File: src/rtl/can_pkg.sv
// Shared types and constants for the CAN transmit bit stuffer.
package can_pkg;

  // Stuffer sequencing states
  typedef enum logic [1:0] {
    IDLE  = 2'd0,
    SEND  = 2'd1,
    STUFF = 2'd2,
    DONE  = 2'd3
  } can_stuff_state_t;

  // Idle bus level
  localparam logic CAN_RECESSIVE = 1'b1;

  // Standard CAN stuffing run length
  localparam int unsigned CAN_STUFF_RUN_DEFAULT = 5;

  // Width of a counter able to hold the worst-case stuff-bit count of one field
  function automatic int unsigned can_stuff_cnt_width(input int unsigned max_bits,
                                                      input int unsigned stuff_run);
    return $clog2(max_bits / (stuff_run - 1) + 2);
  endfunction

endpackage

File: src/rtl/can_run_tracker.sv
// Tracks the last committed bus bit and the length of the current run of
// identical bits. Shared by the stuffer and the future destuffer.
module can_run_tracker
  import can_pkg::*;
#(
  parameter int unsigned STUFF_RUN = CAN_STUFF_RUN_DEFAULT
) (
  input  logic clock_i,
  input  logic reset_i,
  input  logic clear,
  input  logic commit,
  input  logic bit_val,
  output logic last_bit,
  output logic run_hit,
  output logic run_hit_next_c
);

  localparam int unsigned       RUN_W      = $clog2(STUFF_RUN + 1);
  localparam logic [RUN_W-1:0]  RUN_MAX    = '1;
  localparam logic [RUN_W-1:0]  RUN_TARGET = RUN_W'(STUFF_RUN);

  logic [RUN_W-1:0] run_q;
  logic [RUN_W-1:0] run_next;

  // Run length that results if bit_val is committed now (saturating)
  always_comb begin
    run_next = RUN_W'(1);
    if (bit_val == last_bit) begin
      run_next = (run_q == RUN_MAX) ? run_q : run_q + RUN_W'(1);
    end
  end

  // Run counter and last-bit register; clear wins over commit
  always_ff @(posedge clock_i) begin
    if (reset_i) begin
      run_q    <= '0;
      last_bit <= CAN_RECESSIVE;
    end else if (clear) begin
      run_q    <= '0;
      last_bit <= CAN_RECESSIVE;
    end else if (commit) begin
      run_q    <= run_next;
      last_bit <= bit_val;
    end
  end

  assign run_hit        = (run_q == RUN_TARGET);
  assign run_hit_next_c = (run_next == RUN_TARGET);

endmodule

File: src/rtl/can_bit_stuffer_stream.sv
// CAN transmit bit stuffer: serialises a variable-length MSB-first field one
// bit per bit_tick_i and inserts a complement bit after every STUFF_RUN
// identical bits. Stuff bits start the next run.
module can_bit_stuffer_stream
  import can_pkg::*;
#(
  parameter int unsigned MAX_BITS       = 66,
  parameter int unsigned STUFF_RUN      = CAN_STUFF_RUN_DEFAULT,
  parameter int unsigned TRAILING_STUFF = 1
) (
  input  logic                                                 clock_i,
  input  logic                                                 reset_i,
  input  logic [MAX_BITS-1:0]                                  data_i,
  input  logic [$clog2(MAX_BITS+1)-1:0]                        len_i,
  input  logic                                                 start_i,
  input  logic                                                 bit_tick_i,
  input  logic                                                 abort_i,
  output logic                                                 serial_o,
  output logic                                                 stuff_bit_o,
  output logic                                                 busy_o,
  output logic                                                 done_o,
  output logic [can_stuff_cnt_width(MAX_BITS, STUFF_RUN)-1:0]  stuff_count_o
);

  localparam int unsigned LEN_W = $clog2(MAX_BITS + 1);
  localparam int unsigned CNT_W = can_stuff_cnt_width(MAX_BITS, STUFF_RUN);

  can_stuff_state_t    state_q;
  can_stuff_state_t    state_d;
  logic [MAX_BITS-1:0] shreg_q;
  logic [MAX_BITS-1:0] shreg_d;
  logic [LEN_W-1:0]    rem_q;
  logic [LEN_W-1:0]    rem_d;
  logic [CNT_W-1:0]    cnt_d;
  logic                serial_d;
  logic                stuff_d;
  logic                busy_d;
  logic                done_d;

  logic                len_ok_c;
  logic [MAX_BITS-1:0] shreg_load_c;
  logic [MAX_BITS-1:0] shreg_shift_c;
  logic [LEN_W-1:0]    rem_dec_c;
  logic                cur_bit_c;

  logic                trk_clear;
  logic                trk_commit;
  logic                trk_bit;
  logic                trk_last;
  logic                trk_hit_next;
  // Registered run_hit is only needed by the destuffer; decisions here use the lookahead
  logic                trk_run_hit_unused;

  // Field preprocessing: left-align the field so its first bit sits at the MSB
  assign len_ok_c      = (len_i != '0) && (len_i <= LEN_W'(MAX_BITS));
  assign shreg_load_c  = data_i << (LEN_W'(MAX_BITS) - len_i);
  assign shreg_shift_c = {shreg_q[MAX_BITS-2:0], 1'b0};
  assign rem_dec_c     = rem_q - LEN_W'(1);
  assign cur_bit_c     = shreg_q[MAX_BITS-1];

  can_run_tracker #(
    .STUFF_RUN (STUFF_RUN)
  ) u_run_tracker (
    .clock_i        (clock_i),
    .reset_i        (reset_i),
    .clear          (trk_clear),
    .commit         (trk_commit),
    .bit_val        (trk_bit),
    .last_bit       (trk_last),
    .run_hit        (trk_run_hit_unused),
    .run_hit_next_c (trk_hit_next)
  );

  // Next-state and next-output logic; outputs hold between ticks by default
  always_comb begin
    state_d    = state_q;
    shreg_d    = shreg_q;
    rem_d      = rem_q;
    cnt_d      = stuff_count_o;
    serial_d   = serial_o;
    stuff_d    = stuff_bit_o;
    busy_d     = busy_o;
    done_d     = 1'b0;
    trk_clear  = 1'b0;
    trk_commit = 1'b0;
    trk_bit    = cur_bit_c;

    if (abort_i && (state_q != IDLE)) begin
      state_d  = IDLE;
      serial_d = CAN_RECESSIVE;
      stuff_d  = 1'b0;
      busy_d   = 1'b0;
    end else begin
      unique case (state_q)
        IDLE: begin
          serial_d = CAN_RECESSIVE;
          stuff_d  = 1'b0;
          busy_d   = 1'b0;
          if (start_i && len_ok_c) begin
            state_d   = SEND;
            shreg_d   = shreg_load_c;
            rem_d     = len_i;
            cnt_d     = '0;
            trk_clear = 1'b1;
            serial_d  = shreg_load_c[MAX_BITS-1];
            busy_d    = 1'b1;
          end
        end

        SEND: begin
          if (bit_tick_i) begin
            trk_commit = 1'b1;
            trk_bit    = cur_bit_c;
            shreg_d    = shreg_shift_c;
            rem_d      = rem_dec_c;
            if (trk_hit_next && ((rem_dec_c != '0) || (TRAILING_STUFF != 0))) begin
              state_d  = STUFF;
              serial_d = ~cur_bit_c;
              stuff_d  = 1'b1;
            end else if (rem_dec_c == '0) begin
              state_d  = DONE;
              serial_d = CAN_RECESSIVE;
              stuff_d  = 1'b0;
              done_d   = 1'b1;
            end else begin
              serial_d = shreg_shift_c[MAX_BITS-1];
              stuff_d  = 1'b0;
            end
          end
        end

        STUFF: begin
          if (bit_tick_i) begin
            trk_commit = 1'b1;
            trk_bit    = ~trk_last;
            cnt_d      = stuff_count_o + CNT_W'(1);
            stuff_d    = 1'b0;
            if (rem_q == '0) begin
              state_d  = DONE;
              serial_d = CAN_RECESSIVE;
              done_d   = 1'b1;
            end else begin
              state_d  = SEND;
              serial_d = cur_bit_c;
            end
          end
        end

        DONE: begin
          state_d  = IDLE;
          serial_d = CAN_RECESSIVE;
          stuff_d  = 1'b0;
          busy_d   = 1'b0;
        end

        default: begin
          state_d  = IDLE;
          serial_d = CAN_RECESSIVE;
          stuff_d  = 1'b0;
          busy_d   = 1'b0;
        end
      endcase
    end
  end

  // State, datapath and registered outputs
  always_ff @(posedge clock_i) begin
    if (reset_i) begin
      state_q       <= IDLE;
      shreg_q       <= '0;
      rem_q         <= '0;
      serial_o      <= CAN_RECESSIVE;
      stuff_bit_o   <= 1'b0;
      busy_o        <= 1'b0;
      done_o        <= 1'b0;
      stuff_count_o <= '0;
    end else begin
      state_q       <= state_d;
      shreg_q       <= shreg_d;
      rem_q         <= rem_d;
      serial_o      <= serial_d;
      stuff_bit_o   <= stuff_d;
      busy_o        <= busy_d;
      done_o        <= done_d;
      stuff_count_o <= cnt_d;
    end
  end

endmodule

File: config.mk
export PLATFORM = sky130hd
export DESIGN_NAME = can_bit_stuffer_stream
export DESIGN_NICKNAME = d
export VERILOG_FILES = /design/src/rtl/can_pkg.sv /design/src/rtl/can_run_tracker.sv /design/src/rtl/can_bit_stuffer_stream.sv
export SDC_FILE = /design/constraint.sdc
export NUM_CORES = 1
export LEC_CHECK = 0
export ABC_AREA = 1
export BUFFER_PORTS_ARGS = -buffer_cell sky130_fd_sc_hd__buf_2
export CORE_UTILIZATION = 60
export CTS_CLUSTER_DIAMETER = 60
export DETAILED_ROUTE_END_ITERATION = 10
export HOLD_SLACK_MARGIN = 0.05
export PLACE_DENSITY_LB_ADDON = 0.3
export SLEW_MARGIN = 5
export SYNTH_ARGS = -nofsm -noshare
export SYNTH_HDL_FRONTEND = slang
export SYNTH_SLANG_ARGS = --single-unit
File: constraint.sdc
create_clock -name clock_i -period 3.5 [get_ports clock_i]
set_clock_uncertainty 0.15 [all_clocks]
set_input_delay 0.525 -clock clock_i [delete_from_list [all_inputs] [get_ports clock_i]]
set_output_delay 0.525 -clock clock_i [all_outputs]
set_load 0.02 [all_outputs]
==> results list <==
- Critical path capture point type: flip-flop
- The H-tree was split into 3 levels.
- The share of total power dissipated in sequential elements is 0.292.
- Register-to-register setup slack: between 0.9 and 1 ns
* Top sig layer: met4
* Number of synthesized register bits: about 90
* Type of the tightest min-delay check: input pin to flip-flop
- The path with the worst hold slack has its endpoint at shreg_q[12].
- Post-CTS repair changed the size of 0 cells.
* Number of nets in the layout: 1537
- The number of antenna diodes in the final layout is 0.
* Final hold violation count: 0
* Fmax achieved: 374 MHz
- First-pass GRT wire length: ~44000 um
* Start point of the critical path: len_i[0]
- Of the post-synthesis cell area, the dominant cell type holds 0.258.
- Synthesized instance count: roughly 1400
- Synthesis warning total: 0
- At the pin with the least slew margin, the transition time is roughly 0.81 ns.
- Leaving out fill and tap cells, the most frequent cells in the layout are 422 x sky130_fd_sc_hd__nand3_1, 305 x sky130_fd_sc_hd__nand2_1, 138 x sky130_fd_sc_hd__a21oi_1, 103 x sky130_fd_sc_hd__o21ai_0, 88 x sky130_fd_sc_hd__dfxtp_1.
- Number of filler cells placed in the layout: roughly 1300
* Die span in y: ~120 um
- The initial utilization of the core area, before any placement, comes to 0.618.
* Routed WL: ~27000 um
* Shortest clock period the worst path allows after layout: between 2 and 3 ns
- Area of the multi-input gates: around 0.0058 mm^2
- Total of buffers placed on input and output ports: 86
* Net switching fraction of the power: 0.471
- Power spread over the standard cell area amounts to 644 mW/mm^2.
- Number of antenna violations at the first check in global routing: 0
- TritonCTS built the clock tree.
- Summing all flip-flop and latch instances after layout gives about 0.0018 mm^2.
- CORE AREA: ~0.013 mm^2
- Post-CTS timing repair inserted 0 buffers for setup.
- The share of total power dissipated in combinational logic is 0.541.
- The worst hold path was traced through 2 stages.
- The number of global-route vias before repair is between 9000 and 10000.
- Setup repair after global routing left no endpoint under its margin.
* CP Launch Type: input pin
- From synthesis to final layout, the design area changed by 9.97%.
* Final critical-path share of the clock period: 0.764
* Internal portion of total power: around 3.1 mW
* Average cell area after synthesis: between 5 and 6 um^2
* Clk network pwr share: 0.167
* Clock Sink Count: between 80 and 90
- In this run, the number of DRC markers left after iteration 0 of detailed routing was 1491.
- Area of the die: 0.0142 mm^2
- Detailed routing inserted a total of approximately 10000 vias.
- After layout, the design draws a total of ~5.8 mW.
- Final weighted congestion in routability-driven placement: 1.04
- TritonCTS Buffers: 9
- Most common library cell in the layout ignoring fill and taps: sky130_fd_sc_hd__nand3_1
- The worst register-to-register path begins at state_q[1].
- Counting cells, the worst reg-to-reg path comes to 9.
* Setup_tns: 0 ns
- Net Count, Synth: between 1500 and 2000
- Clock transition time at the flip-flop clock pins of the worst setup and hold paths: roughly 0.06 ns
- Summed over all layers, the global routing overflow is 0.
- For this block, wires on met1 add up to roughly 11000 um.
- Average wire per standard cell: approximately 17 um
- DR pass1 iterations: 6
* Synth area leaders: sky130_fd_sc_hd__nand3_1 26%, sky130_fd_sc_hd__dfxtp_1 21%, sky130_fd_sc_hd__nand2_1 14%
- Buffers inserted to repair hold after CTS numbered 0.
- In this run the critical register-to-register path is captured at shreg_q[32].
* Clock root buffer: sky130_fd_sc_hd__clkbuf_16
- Detailed routing placed a total of between 10000 and 15000 um of wire on met2.
* Cell Rows: between 40 and 50
- Worst ir drop on vdd: 0.000429 V
- For the worst setup path, the data required time is about 3.6 ns.
* Clk_lat worst skew: about 0.35 ns
* Die width: roughly 120 um
* Worst rel slew slack: 0.461
- Max-slew violation count: 0
* Static Leakage: about 4 nW
- Setup violations remaining at the end of the flow were counted as 0.
- At the worst endpoint, the arrival time is around 2.8 ns.
- The HPWL after detailed placement is ~20000 um.
* Mapped Area: 0.00822 mm^2
- Longest Clk Path Bufs: 2
- GRT Overall Usage: 0.380
- After detailed routing, the number of vias per cell comes to roughly 6.4.
* Worst-path maximum fanout: 69
- The worst hold path begins at reset_i.
- The flow ran to the end, and the final reports show no timing, DRC or antenna violations.
- Fraction of layout instances using a drive strength above 1: 0.113
- Boundary pin count: just under 90
- DRC violations left: 0
* Sequential cell area fraction in the yosys report: 0.214
- Max-Cap Viols: 0
- The count of nets left with antenna violations once routing finished came out at 0.
* Post-synth cell types: 40
- The critical path is of the input pin to flip-flop type.
* NetSw: 2.74 mW
* Leading area contributor after synthesis: sky130_fd_sc_hd__nand3_1
- Largest net degree at the start of global routing: 79
- Detailed routing placed a total of approximately 2300 um of wire on met3.
-- cell usage after synthesis (all sizes together) --
library cell and n:
nand3 423, nand2 308, a21oi 138, o21ai 128
dfxtp 88, inv 73, buf 54, clkbuf 54
nor2 50, o211ai 26, or2 14, ha 13
o21a 9, a31oi 7, nor3 6, xor2 6
nand4 5, xnor2 5, a211oi 3, nand3b 3
o21bai 3, a21boi 2, a22oi 2, and2 2
clkinv 2, nor3b 2, o211a 2, a2111oi 1
o22ai 1
-- sequential cells by signal, indices dropped and copies added, names as in the netlist --
signal / count
stuff_count_o: 5
rem_q: 7
busy_o: 1
state_q: 2
serial_o: 1
u_run_tracker.last_bit: 1
shreg_q: 66
stuff_bit_o: 1
u_run_tracker.run_q: 3
done_o: 1
-- stage by stage --
step | hold WS [ns] | util | cells | setup slack [ns] | area [um^2]
2_1_floorplan | 0.289 | - | 1430 | 0.811 | 8220
3_3_place_gp | 0.304 | 0.657 | 1611 | 0.579 | 8740
3_5_place_dp | 0.319 | 0.657 | 1611 | 0.560 | 8740
4_1_cts | 0.279 | 0.680 | 1627 | 0.890 | 9040
5_1_grt | 0.281 | 0.680 | 1627 | 0.599 | 9040
6_report | 0.285 | 0.680 | 1627 | 0.827 | 9040
-- worst max-delay path by stage --
stage          depth (start not counted)     endpoint  slack [ns]
4_1_cts                               13  shreg_q[32]        0.89
3_3_place_gp                          14  shreg_q[65]        0.58
3_5_place_dp                          13  shreg_q[32]        0.56
6_report                              10  shreg_q[34]        0.83
5_1_grt                               13   state_q[1]        0.60
2_1_floorplan                         16  shreg_q[56]        0.81
-- worst max-delay path, cell delays in order --
cell and delay (ns):
sky130_fd_sc_hd__buf_2 0.19, sky130_fd_sc_hd__ha_1 0.22, sky130_fd_sc_hd__inv_1 0.06, sky130_fd_sc_hd__nand2_1 0.15
sky130_fd_sc_hd__xor2_4 0.18, sky130_fd_sc_hd__buf_4 0.58, sky130_fd_sc_hd__nand2_1 0.39, sky130_fd_sc_hd__o21ai_0 0.26
sky130_fd_sc_hd__o21ai_1 0.10, sky130_fd_sc_hd__a21oi_1 0.12
-- cells by family after synthesis --
group	synth area share
buffers and inverters	0.0912
xor gates and xnor gates	0.0136
DFF	0.214
adders and majority gates	0.0198
AOI/OAI and AO/OA	0.213
and+or+nand+nor	0.448
-- power groups by stage --
| stage | clock (mW) | sequential, mW | combinational, mW |
|---|---|---|---|
| after floorplan | 0 | 1.65 | 2.35 |
| after global placement | 0 | 1.68 | 3.01 |
| after detailed placement | 0 | 1.70 | 3.06 |
| after CTS | 0.976 | 1.68 | 3.08 |
| after global routing | 1.01 | 1.74 | 3.51 |
| final | 0.970 | 1.70 | 3.15 |
-- routing by layer --
| metal | global-route usage | vias up |
|---|---|---|
| li1 | - | 4992 |
| met1 | 0.480 | 4662 |
| met2 | 0.618 | 568 |
| met3 | 0.0694 | 119 |
| met4 | 0.193 | 0 |
| met5 | 0 | - |
-- cell type report --
cell class	instances	area share
clock buffers	13	0.0288
clock inverters	3	0.00443
inverters	75	0.0312
multi-input cells	1159	0.638
flip-flops and latches	88	0.195
well taps	176	0.0244
repair buffers	113	0.0784
Power figures use the tool's default switching activity.
